===== src/rtl/uart_tx_perip.sv =====
`default_nettype none
// ============================================================================
// uart_tx_perip : UART transmitter fed from a memory-mapped register file
// (CTRL / DIV / TXDATA / STATUS words).
// Revision: 1.0
// ============================================================================
module uart_tx_perip #(
  parameter logic [31:0] CTRL_ADDR = 32'h0000_0000,
  parameter logic [31:0] DIV_ADDR  = 32'h0000_0004,
  parameter logic [31:0] DATA_ADDR = 32'h0000_0008,
  parameter logic [31:0] STAT_ADDR = 32'h0000_000C
) (
  input  logic        clk_i,
  input  logic        rst_ni,
  output logic [31:0] rdaddr_perip,
  input  logic [31:0] data_o_perip,
  output logic        write_perip,
  output logic [31:0] wraddr_perip,
  output logic [31:0] data_i_perip,
  output logic        tx_o,
  output logic        busy_o
);

  typedef enum logic [3:0] {
    ST_IDLE      = 4'd0,
    ST_RD_DIV    = 4'd1,
    ST_RD_DATA   = 4'd2,
    ST_CLR_START = 4'd3,
    ST_SET_BUSY  = 4'd4,
    ST_START     = 4'd5,
    ST_DATA      = 4'd6,
    ST_STOP      = 4'd7,
    ST_DONE      = 4'd8
  } state_t;

  state_t      state_q;
  logic [15:0] period_q;
  logic [15:0] cnt_q;
  logic [2:0]  bit_idx_q;
  logic [7:0]  shift_q;
  logic [31:0] rdaddr_q;
  logic [31:0] wraddr_q;
  logic [31:0] wdata_q;
  logic        write_q;
  logic        tx_q;
  logic        busy_q;

  logic [15:0] period_d;
  logic        cnt_zero_d;
  logic        unused_rd_bits;

  // A zero divisor would never let the bit counter expire, so it is clamped to 1.
  assign period_d       = (data_o_perip[15:0] == 16'd0) ? 16'd1 : data_o_perip[15:0];
  assign cnt_zero_d     = (cnt_q == 16'd0);
  assign unused_rd_bits = ^data_o_perip[31:16];

  always_ff @(posedge clk_i or negedge rst_ni) begin
    if (!rst_ni) begin
      state_q   <= ST_IDLE;
      period_q  <= 16'd0;
      cnt_q     <= 16'd0;
      bit_idx_q <= 3'd0;
      shift_q   <= 8'd0;
      rdaddr_q  <= CTRL_ADDR;
      wraddr_q  <= 32'd0;
      wdata_q   <= 32'd0;
      write_q   <= 1'b0;
      tx_q      <= 1'b1;
      busy_q    <= 1'b0;
    end else begin
      case (state_q)
        ST_IDLE: begin
          if (data_o_perip[0]) begin
            state_q  <= ST_RD_DIV;
            rdaddr_q <= DIV_ADDR;
          end
        end
        ST_RD_DIV: begin
          period_q <= period_d;
          state_q  <= ST_RD_DATA;
          rdaddr_q <= DATA_ADDR;
        end
        ST_RD_DATA: begin
          shift_q  <= data_o_perip[7:0];
          state_q  <= ST_CLR_START;
          rdaddr_q <= CTRL_ADDR;
          write_q  <= 1'b1;
          wraddr_q <= CTRL_ADDR;
          wdata_q  <= 32'd0;
        end
        ST_CLR_START: begin
          state_q  <= ST_SET_BUSY;
          wraddr_q <= STAT_ADDR;
          wdata_q  <= 32'h1;
          busy_q   <= 1'b1;
        end
        ST_SET_BUSY: begin
          state_q  <= ST_START;
          write_q  <= 1'b0;
          wraddr_q <= 32'd0;
          wdata_q  <= 32'd0;
          tx_q     <= 1'b0;
          cnt_q    <= period_q - 16'd1;
        end
        ST_START: begin
          if (cnt_zero_d) begin
            state_q   <= ST_DATA;
            tx_q      <= shift_q[0];
            bit_idx_q <= 3'd0;
            cnt_q     <= period_q - 16'd1;
          end else begin
            cnt_q <= cnt_q - 16'd1;
          end
        end
        ST_DATA: begin
          if (cnt_zero_d) begin
            cnt_q <= period_q - 16'd1;
            if (bit_idx_q == 3'd7) begin
              state_q <= ST_STOP;
              tx_q    <= 1'b1;
            end else begin
              // Next bit is presented from shift_q[1] as the register shifts.
              bit_idx_q <= bit_idx_q + 3'd1;
              tx_q      <= shift_q[1];
              shift_q   <= shift_q >> 1;
            end
          end else begin
            cnt_q <= cnt_q - 16'd1;
          end
        end
        ST_STOP: begin
          if (cnt_zero_d) begin
            state_q  <= ST_DONE;
            write_q  <= 1'b1;
            wraddr_q <= STAT_ADDR;
            wdata_q  <= 32'h2;
          end else begin
            cnt_q <= cnt_q - 16'd1;
          end
        end
        ST_DONE: begin
          state_q  <= ST_IDLE;
          write_q  <= 1'b0;
          wraddr_q <= 32'd0;
          wdata_q  <= 32'd0;
          busy_q   <= 1'b0;
        end
        default: begin
          state_q  <= ST_IDLE;
          rdaddr_q <= CTRL_ADDR;
          write_q  <= 1'b0;
          wraddr_q <= 32'd0;
          wdata_q  <= 32'd0;
          tx_q     <= 1'b1;
          busy_q   <= 1'b0;
        end
      endcase
    end
  end

  assign rdaddr_perip = rdaddr_q;
  assign write_perip  = write_q;
  assign wraddr_perip = wraddr_q;
  assign data_i_perip = wdata_q;
  assign tx_o         = tx_q;
  assign busy_o       = busy_q;

endmodule
`default_nettype wire


===== config.mk =====
export PLATFORM = sky130hd
export DESIGN_NAME = uart_tx_perip
export DESIGN_NICKNAME = d
export VERILOG_FILES = /design/src/rtl/uart_tx_perip.sv
export SDC_FILE = /design/constraint.sdc
export NUM_CORES = 1
export LEC_CHECK = 0
export ABC_AREA = 1
export BUFFER_PORTS_ARGS = -buffer_cell sky130_fd_sc_hd__buf_2
export CAP_MARGIN = 20
export CORE_UTILIZATION = 57
export CTS_BUF_LIST = sky130_fd_sc_hd__clkbuf_2
export DETAILED_ROUTE_END_ITERATION = 8
export PLACE_DENSITY = 0.84
export SLEW_MARGIN = 20
export SYNTH_ARGS = -nofsm -noshare
export SYNTH_HDL_FRONTEND = slang
export SYNTH_SLANG_ARGS = --single-unit
export TNS_END_PERCENT = 100

===== constraint.sdc =====
create_clock -name clk_i -period 2.7 [get_ports clk_i]
set_clock_uncertainty 0.1 [all_clocks]
set_input_delay 0.54 -clock clk_i [delete_from_list [all_inputs] [get_ports clk_i]]
set_output_delay 0.54 -clock clk_i [all_outputs]
set_load 0.03 [all_outputs]

==> reports/qor.yml <==
hold_ep: "period_q[9]"
grt_overflow: 0
final-setup-viol-count: 0
async_reset_ff_share_pct: 100.0
layout_cells_sized_above_1_pct: 11.28
hold_ws_ps: 215.5
clock-root-buffer: "clkbuf_2"
cts.sink_count: 55
route.vias.total: 3393
worst_r2r_path_depth: 10
wl_per_instance_um: 11.16
power.share.sequential_pct: 51.5
final_hold_viol_count: 0
cp.arrival_ps: 2460
critPathRequiredTime_ps: 2990
pin_count_of_the_biggest_net_entering_global_routing: 56
p_int_uw: 1179
mapped_cells: 575
postRouteWirelength_um: 7799
synthToLayoutAreaGrowth_pct: -0.8241
post-cts-setup-buffers: 0
worst_setup_sp_type: "register"
worst_path_max_delay_cell: "dfrtp_1"
max-cap-violations: 0
crit_path_max_fanout: 19
non_filler_instances: 699
cts.htree.levels: 2
place_congestion: 0.8783
power_leakage_uw: 0.002210
initial_cell_density_of_the_core_pct: 59.67
layout_common_cells: "170 x nand2_1, 90 x conb_1, 61 x nor2_1"
comb_power_share_pct: 25.5
r2r_slack_ps: 530
count_of_antenna_violating_nets_left_after_detailed_routing: 0
power.switching_fraction_pct: 36.77
ir_worst_vdd_mv: 0.2690
via_count_of_the_first_global_routing_pass: 2973
clock_insertion_delay_worst_skew_ps: 450
rsz_0062_raised_after_global_routing: "no"
yosys_register_bits: 55
synth.yosys.seq_area_share_pct: 33.61
timing.max_slew.rel_slack_pct: 55.33
final_common_cell: "nand2_1"
fin_tns_setup_ps: 0
drt_pass1_iterations: 5
groute.usage.overall_pct: 21.79
synth_flop_type: "dfrtp_1"
num_antenna_cells: 0
path_class: "reg2reg"
post_synth_instance_area_mm2: 0.004099
core_region_area_mm2: 0.006869
critical_path_s_largest_stage_delay_ps: 460
viasPerCell: 4.854
final_period_minus_worst_setup_slack_ps: 2173
worst_r2r_endpoint: "cnt_q[13]"
io_buffers: 26
worst-slew-pin-transition_ps: 664.0
fin_crit_sh_pct: 80.47
grt_first_pass_wirelength_um: 13060
worstPathCellList: "inv_1 > ha_1 > nand3_1 > nor2_2 > nand2_2 > o21ai_4 > nand3_1 > nand2_1 > nand2_1 > nand2_1"
min-delay-start: "data_o_perip[9]"
power_per_cell_area_mw_per_mm2: 458.6
class_of_the_worst_hold_path: "in2reg"
p_switching_uw: 685.5
synth.avg_cell_area_um2: 7.129
synth.yosys.warnings: 0
dieHeight_um: 86.80
outcome: "finished, final reports clean"
dp_cells: 690
count_of_flip_flops_with_a_built_in_enable_after_synthesis: 0
die-width_um: 86.80
initialDrtViolationCount: 181
floorplan.rows: 30
tritoncts.num_buffers: 5
die-area_mm2: 0.007534
initial_antenna_violation_count: 0
instance_count_along_the_most_critical_hold_path: 3
type_of_destination_of_the_critical_path: "register"
final_nets: 641
fillerInstances: 647
crit-reg2reg-launch: "cnt_q[0]"
critPathMostFrequentCell: "nand2_1"
cts_tree: "done"
ctsLongestPathBuffers: 2
clock_power_share_pct: 23.0
cts-resized-gates: 0
fmax_ghz: 0.4603
drv_slew: 0
route.detailed.drc: 0
layout.core_utilization_pct: 59.18
floorplan.io_pins: 133
synth_cell_types: 35
clk_transition_reported_paths_ps: 270
hpwl_um: 5976
-- critical path, delay by kind of cell, from the launching register on --
kind                     cells  cell delay [ps]
AND/OR/NAND/NOR              7              760
AO/OA/AOI/OAI                1              430
adder cells (fa/ha/maj)      1              220
buffers and inverters        1              130
flip-flops                   1              460
-- cell usage after synthesis (all sizes together) (2+ instances only) --
master  instances  share of area, %
a21oi           5              0.61
buf            97                18
clkbuf          3              0.27
dfrtp          54                33
ha              5               1.5
inv            49               4.5
mux2            4               1.1
mux2i           2              0.49
nand2         173                16
nand3          39               5.1
nand3b          2              0.37
nand4           6              0.92
nor2           70               7.2
nor4            5              0.76
o21ai          38               5.5
xnor2           3              0.64
xor2           12               2.6
-- worst max-delay path by stage --
stage / startpoint / end / depth (start not counted)
4_1_cts: cnt_q[0] / cnt_q[13] / 10
6_report: cnt_q[0] / cnt_q[13] / 10
2_1_floorplan: cnt_q[0] / cnt_q[0] / 10
5_1_grt: cnt_q[0] / cnt_q[15] / 10
3_5_place_dp: cnt_q[0] / cnt_q[13] / 10
3_3_place_gp: cnt_q[0] / cnt_q[13] / 10
-- stage by stage --
step	power (uW)	setup slack (ps)	instance area, um^2
finish	1864	527.4	4065
global route	1967	361.3	4065
CTS	1866	547.7	4065
detailed placement	1438	625.5	3986
global placement	1423	704.1	3986
floorplan	1450	983.3	4433
-- kinds of logic (layout without fill, tap and decap cells) --
group           Yosys count  count (layout)  synth area share, %
compound gates           47              47                6.807
xor+xnor                 15              15                3.205
fa+ha+maj                 5               5                1.526
buf+inv                 149              88                22.53
flops                    55              55                33.61
mux                       6               6                1.587
other cells               1              90              0.09149
simple gates            297             297                30.65
-- metal layers --
metal / routed length, um / GRT usage, % / up-vias
li1: - / - / 1677
met5: 0 / 0 / -
met2: 3932 / 37.87 / 119
met4: 98 / 5.606 / 0
met1: 3399 / 28.62 / 1585
met3: 368 / 2.952 / 12
-- registers in the layout, indices dropped and copies added (netlist names), 2 cells and up --
register and flops:
bit_idx_q 3, data_i_perip 2, rdaddr_perip 2, period_q 16, state_q 4, cnt_q 16, shift_q 8
-- what timing repair did --
action                                 4_1_cts  5_1_grt
endpoints found under the hold margin       54        0
hold buffers                                 1        0
setup endpoints to repair                    0        0
-- cell type report --
type                            instances  area (um^2)  share of cell area (%)
Sequential cell                        55         1378                   33.89
Multi-Input combinational cell        460         2132                   52.45
Clock inverter                          2        38.79                  0.9541
Timing Repair Buffer                   31        182.7                   4.494
Inverter                               49        183.9                   4.524
Tap cell                               96        120.1                   2.955
Clock buffer                            6        30.03                  0.7387
-- power by group through the flow --
stage / Sequential [uW] / Combinational, uW / Clock, uW
6_report: 959 / 476 / 429
5_1_grt: 970 / 532 / 465
4_1_cts: 959 / 470 / 437
3_5_place_dp: 972 / 466 / 0
3_3_place_gp: 970 / 453 / 0
2_1_floorplan: 957 / 492 / 0
(Power assumes the default switching activity.)
